$ cat config.mk
export PLATFORM = sky130hd
export DESIGN_NAME = period_meter
export DESIGN_NICKNAME = d
export VERILOG_FILES = /design/src/rtl/period_meter.sv
export SDC_FILE = /design/constraint.sdc
export NUM_CORES = 1
export LEC_CHECK = 0
export ABC_CLOCK_PERIOD_IN_PS = 1900
export BUFFER_PORTS_ARGS = -buffer_cell sky130_fd_sc_hd__buf_2
export CAP_MARGIN = 10
export CORE_MARGIN = 3
export CORE_UTILIZATION = 50
export CTS_BUF_LIST = sky130_fd_sc_hd__clkbuf_8
export DETAILED_ROUTE_END_ITERATION = 10
export MAX_ROUTING_LAYER = met4
export PLACE_DENSITY = 0.71
export SYNTH_ARGS = -nofsm -noshare
export SYNTH_HDL_FRONTEND = slang
export SYNTH_SLANG_ARGS = --single-unit
$ cat constraint.sdc
create_clock -name clk -period 1.9 [get_ports clk]
set_input_delay 0.19 -clock clk [delete_from_list [all_inputs] [get_ports clk]]
set_output_delay 0.19 -clock clk [all_outputs]
set_load 0.02 [all_outputs]
$ cat src/rtl/period_meter.sv
// Square-wave period / high-time meter. Counts clk cycles between synchronized
// rising edges and from a rising edge to the following falling edge.
module period_meter #(
  parameter int CNT_W = 24
) (
  input  logic             clk,
  input  logic             nreset,
  input  logic             sig_in,
  output logic [CNT_W-1:0] period,
  output logic [CNT_W-1:0] high_time,
  output logic             meas_valid,
  output logic             locked,
  output logic             timeout
);

  typedef enum logic [0:0] {
    IDLE = 1'b0,
    MEAS = 1'b1
  } state_t;

  localparam logic [CNT_W-1:0] CNT_ZERO = {CNT_W{1'b0}};
  localparam logic [CNT_W-1:0] CNT_ONE  = {{(CNT_W-1){1'b0}}, 1'b1};
  localparam logic [CNT_W-1:0] CNT_MAX  = {CNT_W{1'b1}};

  state_t           state_q, state_d;
  logic             s1_q, s2_q, s3_q;
  logic [CNT_W-1:0] cnt_q, cnt_d;
  logic [CNT_W-1:0] hi_cnt_q, hi_cnt_d;
  logic [CNT_W-1:0] period_q, period_d;
  logic [CNT_W-1:0] high_time_q, high_time_d;
  logic             meas_valid_q, meas_valid_d;
  logic             locked_q, locked_d;
  logic             timeout_q, timeout_d;
  logic             rise_s, fall_s;

  // Two-flop synchronizer plus one delay flop for edge detection.
  always_ff @(posedge clk) begin
    if (!nreset) begin
      s1_q <= 1'b0;
      s2_q <= 1'b0;
      s3_q <= 1'b0;
    end else begin
      s1_q <= sig_in;
      s2_q <= s1_q;
      s3_q <= s2_q;
    end
  end

  assign rise_s = s2_q & ~s3_q;
  assign fall_s = ~s2_q & s3_q;

  // State and measurement registers.
  always_ff @(posedge clk) begin
    if (!nreset) begin
      state_q      <= IDLE;
      cnt_q        <= CNT_ZERO;
      hi_cnt_q     <= CNT_ZERO;
      period_q     <= CNT_ZERO;
      high_time_q  <= CNT_ZERO;
      meas_valid_q <= 1'b0;
      locked_q     <= 1'b0;
      timeout_q    <= 1'b0;
    end else begin
      state_q      <= state_d;
      cnt_q        <= cnt_d;
      hi_cnt_q     <= hi_cnt_d;
      period_q     <= period_d;
      high_time_q  <= high_time_d;
      meas_valid_q <= meas_valid_d;
      locked_q     <= locked_d;
      timeout_q    <= timeout_d;
    end
  end

  // Next-state logic. A rise wins over saturation, so the counter never wraps.
  always_comb begin
    state_d      = state_q;
    cnt_d        = cnt_q;
    hi_cnt_d     = hi_cnt_q;
    period_d     = period_q;
    high_time_d  = high_time_q;
    meas_valid_d = 1'b0;
    locked_d     = locked_q;
    timeout_d    = 1'b0;
    case (state_q)
      IDLE: begin
        if (rise_s) begin
          cnt_d    = CNT_ONE;
          hi_cnt_d = CNT_ZERO;
          state_d  = MEAS;
        end else begin
          cnt_d = CNT_ZERO;
        end
      end
      MEAS: begin
        if (rise_s) begin
          period_d     = cnt_q;
          high_time_d  = hi_cnt_q;
          meas_valid_d = 1'b1;
          locked_d     = 1'b1;
          cnt_d        = CNT_ONE;
          hi_cnt_d     = CNT_ZERO;
        end else if (cnt_q == CNT_MAX) begin
          timeout_d = 1'b1;
          locked_d  = 1'b0;
          cnt_d     = CNT_ZERO;
          state_d   = IDLE;
        end else begin
          cnt_d = cnt_q + CNT_ONE;
          if (fall_s) begin
            hi_cnt_d = cnt_q;
          end else begin
            hi_cnt_d = hi_cnt_q;
          end
        end
      end
      default: begin
        state_d = IDLE;
        cnt_d   = CNT_ZERO;
      end
    endcase
  end

  assign period     = period_q;
  assign high_time  = high_time_q;
  assign meas_valid = meas_valid_q;
  assign locked     = locked_q;
  assign timeout    = timeout_q;

endmodule

==> results of run 1 <==
-- report_power, final --
| part | switching [mW] | internal (mW) | total (mW) |
|---|---|---|---|
| clock network | 0.771 | 0.611 | 1.38 |
| registers | 0.00379 | 2.16 | 2.17 |
| logic | 0.0563 | 0.0376 | 0.0939 |
-- final timing paths --
| check | slack (ns) | start | depth (start not counted) | end |
|---|---|---|---|---|
| setup / recovery | 0.06 | cnt_q[8]$_SDFF_PP0_ | 4 | cnt_q[23]$_SDFF_PP0_ |
| hold / removal | 0.03 | sig_in | 2 | s1_q$_SDFF_PN0_ |
| setup reg to reg | 0.06 | cnt_q[8]$_SDFF_PP0_ | 4 | cnt_q[23]$_SDFF_PP0_ |
| hold reg to reg | 0.45 | s1_q$_SDFF_PN0_ | 1 | s2_q$_SDFF_PN0_ |
-- repair_timing --
item,in CTS,in global routing
cloned,0,0
buffers inserted,0,2
resized for setup,0,5
setup endpoints to repair,1,14
pin swaps,1,1
-- flip-flops by register name (all words and copies together), names as in the netlist --
signal / count
hi_cnt_q: 24
high_time: 24
cnt_q: 24
locked: 1
state_q: 1
s2_q: 1
meas_valid: 1
period: 24
s3_q: 1
timeout: 1
s1_q: 1
-- cell usage after synthesis, drive strengths merged (4+ instances only) --
cell type / n / area [µm²]
mux2i: 25 / 250.2
nor3: 4 / 20.02
o31ai: 5 / 37.54
buf: 10 / 51.30
a21oi: 9 / 45.04
nand4: 4 / 40.04
clkbuf: 24 / 92.59
nand2: 144 / 540.5
and2: 5 / 31.28
xor2: 4 / 35.03
o21ai: 5 / 25.02
or4: 5 / 41.29
dfxtp: 103 / 2062
and3: 4 / 25.02
nor2: 14 / 52.55
a21boi: 48 / 360.4
or3: 5 / 31.28
xnor2: 8 / 70.07
nand3: 22 / 110.1
-- layout by cell type, fill, tap and decap left out, drive strengths merged, types with 5 or more instances in the layout --
master / instances
a21boi: 48
a21oi: 9
and2: 5
buf: 88
clkbuf: 10
dfxtp: 103
inv: 5
mux2i: 25
nand2: 144
nand3: 22
nor2: 14
o21ai: 5
o31ai: 5
or3: 5
or4: 5
xnor2: 8
-- layer usage --
metal	global-route usage, %	part of all wire, %
met1	29.04	50
met2	30.59	44
met3	3.987	4.7
met4	5.724	1.1
met5	-	0
-- cell type report --
class,count,area [µm²]
clock buffers,9,123.9
clock inverters,6,70.07
fillers,702,2968
inverters,3,11.26
multi-input cells,329,1882
flip-flops and latches,103,2067
well taps,102,127.6
repair buffers,89,558.0
-- logic make-up (layout without fill, tap and decap cells) --
| kind of cell | after synthesis | after routing | synth area share, % |
|---|---|---|---|
| and+or+nand+nor | 219 | 219 | 23.93 |
| DFF | 103 | 103 | 50.57 |
| AOI/OAI and AO/OA | 72 | 72 | 12.67 |
| buffers and inverters | 37 | 107 | 3.805 |
| muxes | 25 | 25 | 6.137 |
| xor gates and xnor gates | 12 | 12 | 2.577 |
| adders and majority gates | 1 | 1 | 0.3068 |
-- through the flow --
step / cells / hold slack (ns) / util (%) / setup slack (ns) / setup TNS [ns]
6_report: 641 / 0.03331 / 61.99 / 0.06146 / 0
5_1_grt: 641 / 0.05242 / 61.99 / -0.01964 / -0.01964
2_1_floorplan: 469 / 0.3173 / - / 0.006573 / 0
3_3_place_gp: 624 / 0.4025 / 59.21 / 0.06312 / 0
4_1_cts: 639 / 0.01763 / 61.70 / 0.04624 / 0
3_5_place_dp: 624 / 0.4000 / 59.21 / 0.05816 / 0
==> out/metrics.csv, run 1 <==
metric,value,unit
worst_slew_margin_rel,72.85,%
max_clock_freq,543.9,MHz
clock_skew,0.01186,ns
clockBufferDepth,2,
tightest_slew,0.4073,ns
netlist_area,4078,µm²
synthArstFlopShare,0,%
final_area,4840,µm²
die_h,96.31,µm
gr-total-overflow,0,
cts_tree,yes,
arrival,2.13,ns
critPathMaxStageDelay,0.61,ns
drive_gt1_share,21.52,%
syn-instance-count,469,
fin_crit,1.839,ns
slew_violations,0,
place_congestion,0.8146,
synth_cell_types,37,
dieArea,9275,µm²
area_growth,18.69,%
ys_warn_count,0,
setup_violations,0,
timing.final.crit_share,96.77,%
synth-edff-count,0,
max-cap-violations,0,
dieWidth,96.31,µm
start_util,52.23,%
dpl.hpwl,6205,µm
routed-via-count,3363,
htree_levels,3,
firstDrtPassIters,5,
drt_wl_total,8955,µm
cts.sinks,103,
crit_family,simple AND/OR/NAND/NOR gates,
status,finished clean,
ys_seq_elements,103,
path_cells,nand4_4 > or4_4 > or4_1 > a21oi_1,
p_leak,1.742,nW
ir_drop,391.5,µV
drc_errors,0,
cp_slowest_cell,or4_4,
syn_nets,473,
root_buffer,clkbuf_8,
hold_violations,0,
grt_pass1_wl,14570,µm
cts_buffers,9,
clk-insertion-delay-late,0.37,ns
p_total,3.643,mW
antenna_found_initial,0,
cts_hold_buf,0,
ant_nets,0,
critical_path_class,flop to flop,
dr.first_iter.drc_count,173,
grt_start_max_net_pins,45,
ios,54,
crit_buf_inv,0,
grtUsageTotal,20.73,%
ys_seq_area_share,50.57,%
finalNetCount,539,
num_rows,32,
clk_pin_slew,0.09,ns
synthFlopType,dfxtp_1,
crit_required,2.19,ns
path_max_fanout,7,
portBuffers,53,
avgSynthCellArea,8.694,µm²
startpoint_type,flop,
n_antenna_cell,0,
power.density,752.7,nW/µm²
grt_pass1_vias,3033,
place_area,4623,µm²
avgViaCountPerCell,5.246,
holdCritPathClass,input port to flop,
coreArea,7807,µm²
post_drt_wl_per_cell,13.97,µm
end_kind,flop,
No activity file was read; power rests on OpenSTA's default activity.
==> inputs of run 2 (changes only) <==
--- a/config.mk
+++ b/config.mk
@@ -9,11 +9,11 @@
 export BUFFER_PORTS_ARGS = -buffer_cell sky130_fd_sc_hd__buf_2
 export CAP_MARGIN = 10
 export CORE_MARGIN = 3
-export CORE_UTILIZATION = 50
+export CORE_UTILIZATION = 53
 export CTS_BUF_LIST = sky130_fd_sc_hd__clkbuf_8
 export DETAILED_ROUTE_END_ITERATION = 10
 export MAX_ROUTING_LAYER = met4
-export PLACE_DENSITY = 0.71
+export PLACE_DENSITY = 0.75
 export SYNTH_ARGS = -nofsm -noshare
 export SYNTH_HDL_FRONTEND = slang
 export SYNTH_SLANG_ARGS = --single-unit
==> out/metrics.csv, run 2 (synthesized netlist as in run 1, its figures left out) <==
metric,value,unit
tns,0,ns
setup_violations,0,
dr.first_iter.drc_count,191,
power.density,741.0,nW/µm²
gr-total-overflow,0,
path_max_fanout,13,
firstDrtPassIters,4,
antenna_found_initial,0,
dieWidth,93.72,µm
grtUsageTotal,21.20,%
drive_gt1_share,21.79,%
dpl.hpwl,6110,µm
avgViaCountPerCell,5.179,
p_leak,1.744,nW
timing.final.crit_share,93.96,%
htree_levels,3,
worst_slew_margin_rel,74.96,%
holdCritPathClass,input port to flop,
routed-via-count,3294,
portBuffers,53,
ant_nets,0,
root_buffer,clkbuf_8,
crit_buf_inv,1,
place_area,4612,µm²
path_cells,buf_4 > nand2_1 > or4_4 > or4_1 > a21oi_1,
cp_slowest_cell,or4_4,
max_clock_freq,560.2,MHz
clk_pin_slew,0.10,ns
crit_required,2.20,ns
cts.sinks,103,
n_antenna_cell,0,
slew_violations,0,
tightest_slew,0.3742,ns
mostFrequentLayoutCell,nand2_1,
critical_path_class,flop to flop,
clock_skew,0.01510,ns
ir_drop,425.9,µV
dieArea,8783,µm²
max-cap-violations,0,
coreArea,7370,µm²
grt_pass1_wl,14490,µm
drt_wl_total,8677,µm
startpoint_type,flop,
area_growth,18.10,%
hold_violations,0,
post_drt_wl_per_cell,13.64,µm
status,finished clean,
clockBufferDepth,2,
cts_buffers,9,
grt_pass1_vias,3027,
finalNetCount,536,
grt_setup_unrepaired,no,
grt_start_max_net_pins,40,
critPathMaxStageDelay,0.51,ns
cts_tree,yes,
final_area,4816,µm²
place_congestion,0.8370,
die_h,93.72,µm
end_kind,flop,
num_rows,31,
crit_family,simple AND/OR/NAND/NOR gates,
final_cell_mix,"144 x nand2_1, 96 x dfxtp_1, 53 x buf_2",
fin_crit,1.785,ns
start_util,55.33,%
arrival,2.09,ns
drc_errors,0,
clk-insertion-delay-late,0.37,ns
ios,54,
==> run 2: layout make-up <==
| cell class | count | area, µm² |
|---|---|---|
| clock buffers | 9 | 123.9 |
| clock inverters | 7 | 62.56 |
| fillers | 622 | 2554 |
| inverters | 3 | 11.26 |
| multi-input cells | 329 | 1882 |
| flip-flops and latches | 103 | 2071 |
| well taps | 99 | 123.9 |
| repair buffers | 86 | 541.8 |
==> run 2: path summary, 6_finish.rpt <==
path	from	end	slack, ns	cells after the start
worst max-delay path	cnt_q[0]$_SDFF_PN0_	cnt_q[23]$_SDFF_PP0_	0.11	5
worst min-delay path	sig_in	s1_q$_SDFF_PN0_	0.02	2
worst max register to register	cnt_q[0]$_SDFF_PN0_	cnt_q[23]$_SDFF_PP0_	0.11	5
worst min register to register	s1_q$_SDFF_PN0_	s2_q$_SDFF_PN0_	0.45	1
==> run 2: layer usage <==
layer | vias up | GRT usage (%) | part of all wire [%]
li1 | 1691 | - | -
met1 | 1519 | 29.82 | 49
met2 | 74 | 31.34 | 45
met3 | 10 | 2.885 | 5.0
met4 | 0 | 7.581 | 1.3
met5 | - | - | 0
==> run 2: worst register-to-register path: cells and delay by family, from the launching register on <==
family / cells / cell delay, ns
buf+inv: 1 / 0.14
simple gates: 3 / 1.10
compound gates: 1 / 0.13
flops: 1 / 0.35
==> run 2: metrics by stage <==
stage,power (mW),hold slack [ns],util [%],std cells,setup slack [ns]
after floorplan,2.280,0.3173,-,469,0.006573
after global placement,2.307,0.4016,62.58,620,0.07470
after detailed placement,2.309,0.4020,62.58,620,0.06108
after CTS,3.603,0.01101,65.11,636,0.03211
after global routing,3.690,0.02278,65.35,636,0.007548
final,3.569,0.02328,65.35,636,0.1148
==> run 2: report_power, final <==
part           switching [mW]  internal (mW)  total [mW]
combinational          0.0565         0.0364      0.0928
sequential            0.00366           2.16        2.17
clock                   0.801          0.509        1.31
total                   0.861           2.71        3.57
==> run 2: what timing repair did <==
| action | CTS | global route |
|---|---|---|
| gates resized for setup | 0 | 9 |
| hold buffers | 0 | 0 |
| endpoints found under the setup margin | 0 | 21 |
| setup buffers | 0 | 0 |
==> inputs of run 3 (changes only) <==
--- a/config.mk
+++ b/config.mk
@@ -5,6 +5,7 @@
 export SDC_FILE = /design/constraint.sdc
 export NUM_CORES = 1
 export LEC_CHECK = 0
+export ABC_AREA = 1
 export ABC_CLOCK_PERIOD_IN_PS = 1900
 export BUFFER_PORTS_ARGS = -buffer_cell sky130_fd_sc_hd__buf_2
 export CAP_MARGIN = 10
==> out/metrics.csv, run 3 <==
metric,value,unit
status,finished clean,
final_core_util,63.97,%
avgSynthCellArea,7.864,µm²
cts_buffers,9,
routed-via-count,3570,
clockBufferDepth,2,
grt_util_met1,32.04,%
dpl.hpwl,7077,µm
syn_nets,512,
ys_top_cells_by_count,"107 x nor2_1, 103 x dfxtp_1, 63 x o21ai_0, 49 x nand2_1, 41 x nand3_1",
portBuffers,53,
synth_top_area_share,51.61,%
cts.sinks,103,
ios,54,
clk-insertion-delay-late,0.37,ns
ys_warn_count,0,
grt_start_max_net_pins,52,
holdCritPathClass,input port to flop,
synth.largest_area_cell,dfxtp_1,
fin_crit,1.762,ns
drt_wl_total,9828,µm
synth_adder_area_share,0.3132,%
ir_drop,424.1,µV
synth-xor-area-share,2.192,%
antenna_found_initial,0,
synth_compound_area_share,13.06,%
root_buffer,clkbuf_8,
post_drt_wl_per_cell,14.54,µm
yosysMostFrequentCell,nor2_1,
multiInputGateArea,1690,µm²
startpoint_type,flop,
gr-total-overflow,0,
synth-simple-area-share,26.34,%
synthArstFlopShare,0,%
p_leak,2.011,nW
post-place-ws,0.03163,ns
end_kind,flop,
drive_gt1_share,19.93,%
grt_pass1_vias,3286,
synth-edff-count,0,
cts_tree,yes,
clk_pin_slew,0.11,ns
slew_violations,0,
path_max_fanout,15,
ant_nets,0,
min_to,period[17]$_SDFFE_PN0P_,
max_clock_freq,567.6,MHz
reg2reg_slack,0.14,ns
synth.area.top_cells,"dfxtp_1 52%, nor2_1 10%, o21ai_0 7.9%",
start_util,54.79,%
final_cell_mix,"107 x nor2_1, 102 x dfxtp_1, 63 x o21ai_0",
synthFlopType,dfxtp_1,
place_congestion,0.9545,
synth_cell_types,31,
clock_skew,0.01248,ns
fin_cells,676,
crit_required,2.16,ns
use_met3,4.305,%
regArea,2063,µm²
finalNetCount,576,
num_rows,31,
die_h,92.82,µm
place_inst,659,
syn-instance-count,508,
timing.final.crit_share,92.73,%
hold_start,nreset,
mostFrequentLayoutCell,nor2_1,
firstDrtPassIters,6,
p_total,3.581,mW
avgViaCountPerCell,5.281,
grtUsageTotal,24.65,%
r2r_end,hi_cnt_q[6]$_SDFFE_PN0P_,
dieArea,8616,µm²
drc_errors,0,
arrival,2.02,ns
netlist_area,3995,µm²
grt_setup_unrepaired,no,
worst_slew_margin_rel,65.34,%
hold_violations,0,
tns,0,ns
ys_seq_area_share,51.61,%
synth_top_family_by_area,simple AND/OR/NAND/NOR gates,
htree_levels,3,
r2r-start,cnt_q[1]$_SDFF_PP0_,
synth.mux.area_fraction,0,%
use_met2,38.15,%
ys_seq_elements,103,
dieWidth,92.82,µm
holdPathStages,3,
tightest_slew,0.5193,ns
grt_pass1_wl,16180,µm
fillCellCount,698,
top_usage_layer,met2,
max-cap-violations,0,
coreArea,7292,µm²
setup_ws,0.1382,ns
setup_violations,0,
n_antenna_cell,0,
critical_path_class,flop to flop,
area_growth,16.76,%
r2r_cells,9,
power.density,767.8,nW/µm²
dr.first_iter.drc_count,235,
[run 3: final cells by class]
class,instances,share of cell area (%)
multi-input cells,344,36.24
repair buffers,79,10.19
flip-flops and latches,103,44.23
inverters,35,2.817
well taps,99,2.656
clock buffers,9,2.656
clock inverters,7,1.207
[run 3: where the power goes]
group	internal [mW]	switching (mW)	total [mW]
Combinational	0.0367	0.0860	0.123
Sequential	2.18	0.00942	2.19
Clock	0.490	0.783	1.27
[run 3: through the flow]
step           cell area, µm²  hold slack [ns]
2_1_floorplan            3995           0.2876
3_3_place_gp             4457           0.3738
3_5_place_dp             4457           0.3784
4_1_cts                  4647           0.1268
5_1_grt                  4664           0.1431
6_report                 4664           0.1362
[run 3: kinds of logic (layout without fill, tap and decap cells)]
kind of cell / count (synthesis) / in the layout
buf+inv: 61 / 130
simple gates: 229 / 229
flops: 103 / 103
compound gates: 104 / 104
xor+xnor: 10 / 10
fa+ha+maj: 1 / 1
[run 3: metal layers]
metal	share of wire (%)	routed length (µm)
met1	45	4464
met2	48	4685
met4	2.4	240
met3	4.4	437
met5	0	0
[run 3: timing repair]
action / in CTS / in global routing
hold endpoints to repair: 1 / 0
resized for setup: 0 / 4
setup endpoints to repair: 0 / 49
setup buffers: 0 / 0
hold buffers: 1 / 0
[run 3: worst max-delay path by stage]
stage                              from                        end  slack [ns]  cells past startpoint
floorplan           cnt_q[0]$_SDFF_PN0_       cnt_q[11]$_SDFF_PP0_        0.28                      9
global placement    cnt_q[1]$_SDFF_PP0_  hi_cnt_q[20]$_SDFFE_PN0P_        0.19                      9
detailed placement  cnt_q[1]$_SDFF_PP0_   hi_cnt_q[9]$_SDFFE_PN0P_        0.03                      9
CTS                 cnt_q[1]$_SDFF_PP0_  hi_cnt_q[19]$_SDFFE_PN0P_        0.01                      9
global route        cnt_q[1]$_SDFF_PP0_   hi_cnt_q[3]$_SDFFE_PN0P_        0.04                      9
finish              cnt_q[1]$_SDFF_PP0_   hi_cnt_q[6]$_SDFFE_PN0P_        0.14                      9
[run 3: worst max-delay path, stage by stage, from the launching register on]
cell	delay (ns)
dfxtp_2	0.39
ha_2	0.24
nand2_2	0.08
nor2_4	0.13
nand2_4	0.10
nor2_8	0.13
nand2_4	0.14
buf_4	0.23
a21oi_1	0.15
nor2_1	0.07
